<file path="config.mk">
export PLATFORM = sky130hd
export DESIGN_NAME = mem_access_stage_flat
export DESIGN_NICKNAME = d
export VERILOG_FILES = /design/src/rtl/mem_access_stage_pkg.sv /design/src/rtl/mem_access_stage_if.sv /design/src/rtl/mem_access_stage_access_timeout_counter.sv /design/src/rtl/mem_access_stage.sv /design/src/flat_wrapper.sv
export SDC_FILE = /design/constraint.sdc
export NUM_CORES = 1
export LEC_CHECK = 0
export BUFFER_PORTS_ARGS = -buffer_cell sky130_fd_sc_hd__buf_2
export CORE_AREA = 10 10 198 200
export DETAILED_ROUTE_END_ITERATION = 10
export DIE_AREA = 0 0 208 210
export GPL_ROUTABILITY_DRIVEN = 0
export GPL_TIMING_DRIVEN = 0
export PLACE_DENSITY = 0.56
export SLEW_MARGIN = 20
export SYNTH_ARGS = -nofsm -noshare
export SYNTH_HDL_FRONTEND = slang
export SYNTH_HIERARCHICAL = 1
export SYNTH_SLANG_ARGS = --single-unit
</file>
<file path="constraint.sdc">
create_clock -name clk -period 1.74 [get_ports clk]
set_input_delay 0.261 -clock clk [delete_from_list [all_inputs] [get_ports clk]]
set_output_delay 0.261 -clock clk [all_outputs]
set_load 0.02 [all_outputs]
</file>
<file path="src/rtl/mem_access_stage_pkg.sv">
// Shared definitions for the memory-access pipeline stage.
//   XLEN_DEFAULT : default datapath / address width
//   REG_W        : register-index width
//   state_t      : stage controller states
package mem_access_stage_pkg;

   localparam int XLEN_DEFAULT = 64;
   localparam int REG_W        = 5;

   typedef enum logic [1:0] {
      IDLE   = 2'd0,
      ACCESS = 2'd1,
      DONE   = 2'd2
   } state_t;

endpackage

</file>
<file path="src/rtl/mem_access_stage_if.sv">
// Data-memory request/acknowledge bus.
//   master : the memory-access stage (drives req/we/addr/wdata, receives ack/rdata)
//   slave  : the data memory
// dmem_ack is a one-cycle completion pulse; dmem_rdata is valid with it.
interface mem_access_stage_if
   import mem_access_stage_pkg::*;
#(
   parameter int XLEN = XLEN_DEFAULT
);
   logic            dmem_req;
   logic            dmem_we;
   logic [XLEN-1:0] dmem_addr;
   logic [XLEN-1:0] dmem_wdata;
   logic            dmem_ack;
   logic [XLEN-1:0] dmem_rdata;

   modport master (
      output dmem_req, dmem_we, dmem_addr, dmem_wdata,
      input  dmem_ack, dmem_rdata
   );

   modport slave (
      input  dmem_req, dmem_we, dmem_addr, dmem_wdata,
      output dmem_ack, dmem_rdata
   );
endinterface

</file>
<file path="src/rtl/mem_access_stage_access_timeout_counter.sv">
// Cycle counter bounding how long an access waits for the memory ack.
//   clk, rst : clock, synchronous active-high reset
//   clear    : force count to zero (takes priority over enable)
//   enable   : advance count by one
//   terminal : count has reached TIMEOUT-1
module access_timeout_counter #(
   parameter int TIMEOUT = 16
) (
   input  logic clk,
   input  logic rst,
   input  logic clear,
   input  logic enable,
   output logic terminal
);
   localparam int CW = $clog2(TIMEOUT);

   logic [CW-1:0] count;

   always_ff @(posedge clk) begin
      if (rst || clear) begin
         count <= '0;
      end else if (enable) begin
         count <= count + CW'(1);
      end
   end

   assign terminal = (count == CW'(TIMEOUT - 1));

endmodule

</file>
<file path="src/rtl/mem_access_stage.sv">
// Memory-access stage: consumer end of the EX/MEM register.
// Issues 64-bit data-memory loads/stores over a req/ack handshake, stalls the
// front of the pipeline while an access is in flight, resolves branches and
// produces the MEM/WB fields.
//   clk, rst                         : clock, synchronous active-high reset
//   pc_plus_imm, alu_result, rd2, rd : EX/MEM datapath fields
//   mem_read .. zero                 : EX/MEM control bits
//   dmem                             : data-memory bus (master side)
//   stall                            : freeze PC, IF/ID, ID/EX, EX/MEM
//   pc_src, branch_target            : taken-branch redirect
//   wb_data, wb_rd, wb_reg_write     : MEM/WB fields
//   mem_error                        : one-cycle pulse on misalignment or timeout
module mem_access_stage
   import mem_access_stage_pkg::*;
#(
   parameter int XLEN    = XLEN_DEFAULT,
   parameter int TIMEOUT = 16
) (
   input  logic             clk,
   input  logic             rst,
   input  logic [XLEN-1:0]  pc_plus_imm,
   input  logic [XLEN-1:0]  alu_result,
   input  logic [XLEN-1:0]  rd2,
   input  logic [REG_W-1:0] rd,
   input  logic             mem_read,
   input  logic             mem_write,
   input  logic             memToReg,
   input  logic             branch,
   input  logic             reg_write,
   input  logic             zero,
   mem_access_stage_if.master dmem,
   output logic             stall,
   output logic             pc_src,
   output logic [XLEN-1:0]  branch_target,
   output logic [XLEN-1:0]  wb_data,
   output logic [REG_W-1:0] wb_rd,
   output logic             wb_reg_write,
   output logic             mem_error
);
   state_t state, state_nxt;

   logic access, misaligned, start, terminal;

   // Captured copy of the instruction being served; EX/MEM is frozen by stall
   // but is deliberately not trusted once the access has started.
   logic             we_q;
   logic             mem_to_reg_q;
   logic             reg_write_q;
   logic [REG_W-1:0] rd_q;
   logic [XLEN-1:0]  addr_q;
   logic [XLEN-1:0]  wdata_q;

   assign access     = mem_read | mem_write;
   assign misaligned = access & (alu_result[2:0] != 3'b000);
   assign start      = access & ~misaligned;

   assign dmem.dmem_req   = (state == ACCESS);
   assign dmem.dmem_we    = we_q;
   assign dmem.dmem_addr  = addr_q;
   assign dmem.dmem_wdata = wdata_q;

   assign branch_target = pc_plus_imm;

   access_timeout_counter #(
      .TIMEOUT (TIMEOUT)
   ) u_timeout (
      .clk      (clk),
      .rst      (rst),
      .clear    (state != ACCESS),
      .enable   (state == ACCESS),
      .terminal (terminal)
   );

   always_ff @(posedge clk) begin
      if (rst) begin
         state <= IDLE;
      end else begin
         state <= state_nxt;
      end
   end

   // An access (even alongside a branch) blocks the redirect; misaligned
   // accesses never stall because no request is issued.
   always_comb begin
      state_nxt = state;
      stall     = 1'b0;
      pc_src    = 1'b0;
      case (state)
         IDLE: begin
            if (start) begin
               stall     = 1'b1;
               state_nxt = ACCESS;
            end else if (!access) begin
               pc_src = branch & zero;
            end
         end
         ACCESS: begin
            stall = 1'b1;
            if (dmem.dmem_ack || terminal) begin
               state_nxt = DONE;
            end
         end
         DONE: begin
            state_nxt = IDLE;
         end
         default: begin
            state_nxt = IDLE;
         end
      endcase
   end

   always_ff @(posedge clk) begin
      if (rst) begin
         we_q         <= 1'b0;
         mem_to_reg_q <= 1'b0;
         reg_write_q  <= 1'b0;
         rd_q         <= '0;
         addr_q       <= '0;
         wdata_q      <= '0;
         wb_data      <= '0;
         wb_rd        <= '0;
         wb_reg_write <= 1'b0;
         mem_error    <= 1'b0;
      end else begin
         case (state)
            IDLE: begin
               mem_error <= 1'b0;
               if (!access) begin
                  wb_data      <= alu_result;
                  wb_rd        <= rd;
                  wb_reg_write <= reg_write;
               end else if (misaligned) begin
                  wb_reg_write <= 1'b0;
                  mem_error    <= 1'b1;
               end else begin
                  addr_q       <= alu_result;
                  wdata_q      <= rd2;
                  we_q         <= mem_write;
                  mem_to_reg_q <= memToReg;
                  reg_write_q  <= reg_write;
                  rd_q         <= rd;
                  wb_reg_write <= 1'b0;
               end
            end
            ACCESS: begin
               if (dmem.dmem_ack) begin
                  // A load not routed to the register file writes back the address.
                  wb_data      <= (!we_q && mem_to_reg_q) ? dmem.dmem_rdata : addr_q;
                  wb_rd        <= rd_q;
                  wb_reg_write <= reg_write_q & ~we_q;
               end else if (terminal) begin
                  wb_reg_write <= 1'b0;
                  mem_error    <= 1'b1;
               end
            end
            default: begin
               // DONE: result was visible for exactly one cycle.
               wb_reg_write <= 1'b0;
               mem_error    <= 1'b0;
            end
         endcase
      end
   end

endmodule

</file>
<file path="src/flat_wrapper.sv">
// flat-port wrapper written by rule: the top's interface ports become plain ports
module mem_access_stage_flat import mem_access_stage_pkg::*;
#(
   parameter int XLEN    = XLEN_DEFAULT,
   parameter int TIMEOUT = 16
)
  (clk, rst, pc_plus_imm, alu_result, rd2, rd, mem_read, mem_write, memToReg, branch, reg_write, zero, stall, pc_src, branch_target, wb_data, wb_rd, wb_reg_write, mem_error, dmem_dmem_req, dmem_dmem_we, dmem_dmem_addr, dmem_dmem_wdata, dmem_dmem_ack, dmem_dmem_rdata);
  mem_access_stage_if #(.XLEN(XLEN)) dmem_i ();
  input  logic clk;
  input  logic rst;
  input  logic [XLEN-1:0] pc_plus_imm;
  input  logic [XLEN-1:0] alu_result;
  input  logic [XLEN-1:0] rd2;
  input  logic [REG_W-1:0] rd;
  input  logic mem_read;
  input  logic mem_write;
  input  logic memToReg;
  input  logic branch;
  input  logic reg_write;
  input  logic zero;
  output logic stall;
  output logic pc_src;
  output logic [XLEN-1:0] branch_target;
  output logic [XLEN-1:0] wb_data;
  output logic [REG_W-1:0] wb_rd;
  output logic wb_reg_write;
  output logic mem_error;
  output wire logic [$bits(dmem_i.dmem_req)-1:0] dmem_dmem_req;
  output wire logic [$bits(dmem_i.dmem_we)-1:0] dmem_dmem_we;
  output wire logic [$bits(dmem_i.dmem_addr)-1:0] dmem_dmem_addr;
  output wire logic [$bits(dmem_i.dmem_wdata)-1:0] dmem_dmem_wdata;
  input wire logic [$bits(dmem_i.dmem_ack)-1:0] dmem_dmem_ack;
  input wire logic [$bits(dmem_i.dmem_rdata)-1:0] dmem_dmem_rdata;
  assign dmem_dmem_req = dmem_i.dmem_req;
  assign dmem_dmem_we = dmem_i.dmem_we;
  assign dmem_dmem_addr = dmem_i.dmem_addr;
  assign dmem_dmem_wdata = dmem_i.dmem_wdata;
  assign dmem_i.dmem_ack = dmem_dmem_ack;
  assign dmem_i.dmem_rdata = dmem_dmem_rdata;
  mem_access_stage #(.XLEN(XLEN), .TIMEOUT(TIMEOUT)) u_core (.clk(clk), .rst(rst), .pc_plus_imm(pc_plus_imm), .alu_result(alu_result), .rd2(rd2), .rd(rd), .mem_read(mem_read), .mem_write(mem_write), .memToReg(memToReg), .branch(branch), .reg_write(reg_write), .zero(zero), .dmem(dmem_i), .stall(stall), .pc_src(pc_src), .branch_target(branch_target), .wb_data(wb_data), .wb_rd(wb_rd), .wb_reg_write(wb_reg_write), .mem_error(mem_error));
endmodule
</file>
Yosys cells after proc, flatten, opt, wreduce, memory -nomap -nowiden
Index checks and enable logic that the tools add are counted.
Widths: inputs -> output; s select.
{"block": "word_totals", "reg_bits": 213, "inputBits": 270, "output_inout_bits": 267, "wordCells": 65}
{"block": "op_classes", "n_addsub": 1, "eq_ne": 10, "mux": 24, "bitwise_logic": 7, "reduce_logical": 11}
{"op": "$mux 64", "n": 3}
{"op": "$pmux 64 s2", "n": 1}
{"op": "$mux 1", "n": 11}
{"op": "$mux 5", "n": 2}
{"op": "$ne 2x1->1 const B", "n": 5}
{"op": "$pmux 5 s2", "n": 1}
{"op": "$pmux 1 s2", "n": 3}
{"op": "$reduce_and 3->1", "n": 2}
{"op": "$add 4x1->4 const B", "n": 1}
{"op": "$and 1x1->1", "n": 4}
{"op": "$eq 4x4->1 const B", "n": 1}
{"op": "$mux 2", "n": 2}
{"op": "$ne 2x2->1 const B", "n": 2}
{"op": "$pmux 2 s2", "n": 1}
{"op": "$reduce_and 2->1", "n": 2}
{"op": "$ne 3x1->1 const B", "n": 1}
{"op": "$reduce_bool 3->1", "n": 1}
{"op": "$eq 2x1->1 const B", "n": 1}
{"op": "$logic_not 2->1", "n": 1}
{"op": "$logic_or 1x1->1", "n": 2}
{"op": "$not 1->1", "n": 2}
{"op": "$reduce_bool 2->1", "n": 1}
{"op": "$logic_and 1x1->1", "n": 1}
{"op": "$logic_not 1->1", "n": 1}
{"op": "$or 1x1->1", "n": 1}

Logic depth before layout (Yosys ltp)
{"block": "logic_depth", "word_depth": 6, "ltp_mapped": 6, "ltp_nobuf": 5}

Modules after synthesis
The synthesis kept the hierarchy.
{"module": "mem_access_stage", "n_inst": 1, "cells_per_inst": 1145, "area_per_inst_um2": 10631.4, "seq_area_each_um2": 4184.0}
{"module": "access_timeout_counter", "n_inst": 1, "cells_per_inst": 18, "area_per_inst_um2": 193.9, "seq_area_each_um2": 80.1}

Least setup slack after synthesis
Ideal clock, no wire load.
{"block": "synth_path", "kind": "register to register", "startpoint": "register u_core.state[1]", "endpoint": "register u_core.u_timeout.count[3]", "setup_ns": 0.121, "t_arrival_ns": 1.596, "t_required_ns": 1.619, "setup_slack_ns": 0.023, "stages_incl_launch_ff": 6, "n_path_buf": 1, "period_less_slack_ns": 1.717, "cell_sequence": "dfxtp_1 -> nand2b_1 -> inv_1 -> clkbuf_1 -> nand4_2 -> mux2_4"}
{"block": "synth_via", "elab_cells_between_ends": 3, "classes_between": "eq/ne: 2; reduce/logical: 1"}
{"element": "start: declaration", "line": "mem_access_stage.sv:40", "rtl": "state_t state, state_nxt;"}
{"element": "start signal: assignment", "line": "mem_access_stage.sv:78", "rtl": "state <= state_nxt;"}
{"element": "$eq 2x1->1"}
{"element": "named net dmem_dmem_req", "line": "flat_wrapper.sv:28", "rtl": "output wire logic [$bits(dmem_i.dmem_req)-1:0] dmem_dmem_req;"}
{"element": "end signal: assignment", "line": "mem_access_stage_access_timeout_counter.sv:23", "rtl": "count <= count + CW'(1);"}
{"element": "end: declaration", "line": "mem_access_stage_access_timeout_counter.sv:17", "rtl": "logic [CW-1:0] count;"}
The timed path passes the listed nets, and every way through them passes these cells.
A chain may end at the register's enable or synchronous reset.

Final worst setup path
{"block": "layout_path", "startpoint": "register u_core.state[1]", "endpoint": "output port pc_src"}
{"block": "layout_via", "elab_chain_len": 2}
{"element": "$logic_not 2->1", "line": "mem_access_stage.sv:88", "rtl": "case (state)"}
{"element": "$mux 1", "line": "mem_access_stage.sv:88"}
{"element": "end: declaration", "line": "flat_wrapper.sv:22", "rtl": "output logic pc_src;"}
Every way passes these cells.

==> metrics <==
area occupied by multi-input gates=5910 um^2; Period minus WS final=1830 ps; most frequent cells in the layout=buf_2, nand2b_1, dfxtp_1; DP Worst Slack=-534 ps; crit end category=output pin; reg2reg start=u_core/state[0]$_SDFFE_PP0P_; CTS tree=built; num ports=roughly 540; Gate Count Post-Synth=between 1k and 1.5k; largest net degree at the start of global routing=16; static leakage=between 7 and 8 nW; Metal-1 WL=approximately 19000 um; layout cell share with drive strength beyond 1=40.5%; slew at the pin closest to its max-slew limit=743 ps; top post-synthesis cells by area=dfxtp_1, nand2b_1, mux2i_1; num rows=69; post-synth top area cell=dfxtp_1; GR Overflow Total=0; 1st-iter DRT viols=~370; Rel. slew slack=approximately half; final period utilization=105%; drt wl/cell=around 21 um; Post-Route WL=around 48000 um; core area=35200 um^2; Unique masters post-synth=36; Max clock buf depth=3; post-layout utilization of the core=between 40% and 50%; Setup Crit Path Kind=flip-flop to output pin; Die Footprint=between 40000 and 50000 um^2; Synth Cell Area=approximately 11000 um^2; Starting Density=between 30% and 40%; FF+latch count, synth=about 210; post-synth top area share=approximately two fifths; Worst Clk Skew=around 11 ps; DIE WIDTH=208 um; RSZ-0062 raised after global routing=true; metal3 WL=about 3600 um; Final setup viols=20; maxcap violations=0; met2 wire length=about 24000 um; DRC viols=0; CP Launch Point=u_core/state[1]$_SDFFE_PP0P_; HP Start=alu_result[28]; Area Overhead vs Synth=52.8%; status=complete, but fails checks; Port Buffer Count=around 470; Worst Hold Class=input pin to flip-flop; Skew-Pair Late Insertion Delay=520 ps; final hold violation count=0; Tot GR Track Use=20.3%; failing checks=setup timing; root buf cell=clkbuf_16; crit-path max FO=6; post-synthesis sequential area ratio=between 30% and 40%; Synth async-reset ratio=0%; remaining antenna violation count=0; worst-case vdd ir drop=0.604 mV; first-pass GRT wire length=~71000 um; top_reg_cell synth=dfxtp_1; Worst EP arrival=~1600 ps; number of fill cells=roughly 3.4k; die height=210 um; initial antenna violation count=5; vias in the first global route=between 10k and 15k; top routing layer in use=met5; Sink Count=213; Syn Area/Cell=9.31 um^2; placed insts=between 2k and 2.5k; fin cells=~2.3k; Post-synth EDFFs=0; final setup margin=-93.9 ps; max-slew violations=0; Final #Nets=between 2k and 2.5k; Req. time, crit path=1480 ps; DR vias/cell=roughly 4.7; routed vias=roughly 11k; pwr/cell area=774 nW/um^2; total CTS buffers=25; first-pass iteration count of the detailed router=4; Yosys Warn Count=6; post-synth net total=1434; most common cell after layout, fill and taps aside=buf_2; hpwl dp=between 30000 and 40000 um; depth of the CTS H-tree=1; register area=roughly 4300 um^2; Critical Path Start Type=flip-flop; fmax=545 MHz; Reg clk slew, reported paths=about 60 ps
-- what timing repair did --
item / CTS / global route
hold buffers: 104 / 0
pin swaps: 47 / 2
gates cloned: 2 / 0
resized for setup: 137 / 54
endpoints found under the hold margin: 104 / 0
setup endpoints to repair: 200 / 122
setup buffers: 6 / 4
-- flip-flops by register name (all words and copies together) (netlist names) --
name and flops:
u_core/dmem.dmem_addr 64, u_core/dmem.dmem_wdata 64, u_core/wb_data 64, u_core/rd_q 5, u_core/wb_rd 5, u_core/u_timeout/count 4, u_core/state 2, u_core/dmem.dmem_we 1
u_core/mem_error 1, u_core/mem_to_reg_q 1, u_core/reg_write_q 1, u_core/wb_reg_write 1
-- synth_stat cells, types with 2 or more instances --
cell / count
or2_1: 2
inv_1: 65
clkbuf_1: 64
nand3b_1: 2
nor2_1: 70
o21a_1: 4
nor3b_1: 6
o32ai_1: 54
nor3_1: 11
buf_6: 8
dfxtp_1: 213
o21ai_0: 4
o32ai_2: 10
nand2b_1: 267
mux2i_1: 138
or3_1: 3
buf_2: 20
and3b_1: 66
and3_1: 3
a21oi_1: 5
a211oi_1: 64
nand2_1: 2
buf_4: 69
-- worst max-delay path: stages (launching register included) --
cell     delay, ps
dfxtp_4        370
nor4_4         240
buf_4          160
and3_4         160
buf_6          110
-- worst paths after layout --
check,cells after the start,end,slack [ps]
max,4,pc_src,-90
min reg2reg,2,u_core/wb_data[56]$_SDFFE_PP0P_,470
min,3,u_core/dmem.dmem_addr[28]$_SDFFE_PP0P_,30
max reg2reg,6,u_core/wb_data[7]$_SDFFE_PP0P_,-40
-- area by class of cell --
type	count	share of cell area (%)
diodes	4	0.0605
plain buffers	162	7.19
clock buffers	41	4.51
clock inverters	2	0.212
inverters	65	1.49
multi-input cells	723	35.7
flip-flops and latches	213	25.8
well taps	461	3.49
repair buffers	588	21.5
-- cells by family (layout without fill, tap and decap cells) --
group           Yosys count  after routing  synth area share (%)
fa+ha+maj                 1              1                 0.116
compound gates          143            143                  11.2
simple gates            439            439                  25.3
buf+inv                 227            858                  11.0
mux                     139            139                  12.9
xor+xnor                  1              1                0.0809
other cells               0              4                     0
flops                   213            213                  39.4
-- per-stage QoR --
| stage | total power, mW | cell area, um^2 | TNS [ps] | hold WS [ps] |
|---|---|---|---|---|
| 3_5_place_dp | 7.38 | 13800 | -75410 | 443 |
| 2_1_floorplan | 6.50 | 10800 | 0 | 416 |
| 3_3_place_gp | 7.35 | 13800 | -72630 | 439 |
| 6_report | 12.8 | 16500 | -377 | 27.0 |
| 5_1_grt | 13.3 | 16500 | -2540 | 15.8 |
| 4_1_cts | 13.0 | 16300 | -382 | 0.686 |
-- report_power, final --
part | leakage (nW) | switching, mW | internal (mW) | total [mW]
clock | 0.381 | 2.08 | 3.04 | 5.12
sequential | 1.73 | 0.127 | 5.08 | 5.21
combinational | 5.37 | 1.33 | 1.15 | 2.48
total | 7.48 | 3.54 | 9.27 | 12.8
-- layer usage --
metal  vias up  GRT usage, %
met5         -             0
met2       382          36.0
li1       5133             -
met1      5131          23.4
met4         2          5.30
met3        58          6.12
No activity file was read; power rests on OpenSTA's default activity.
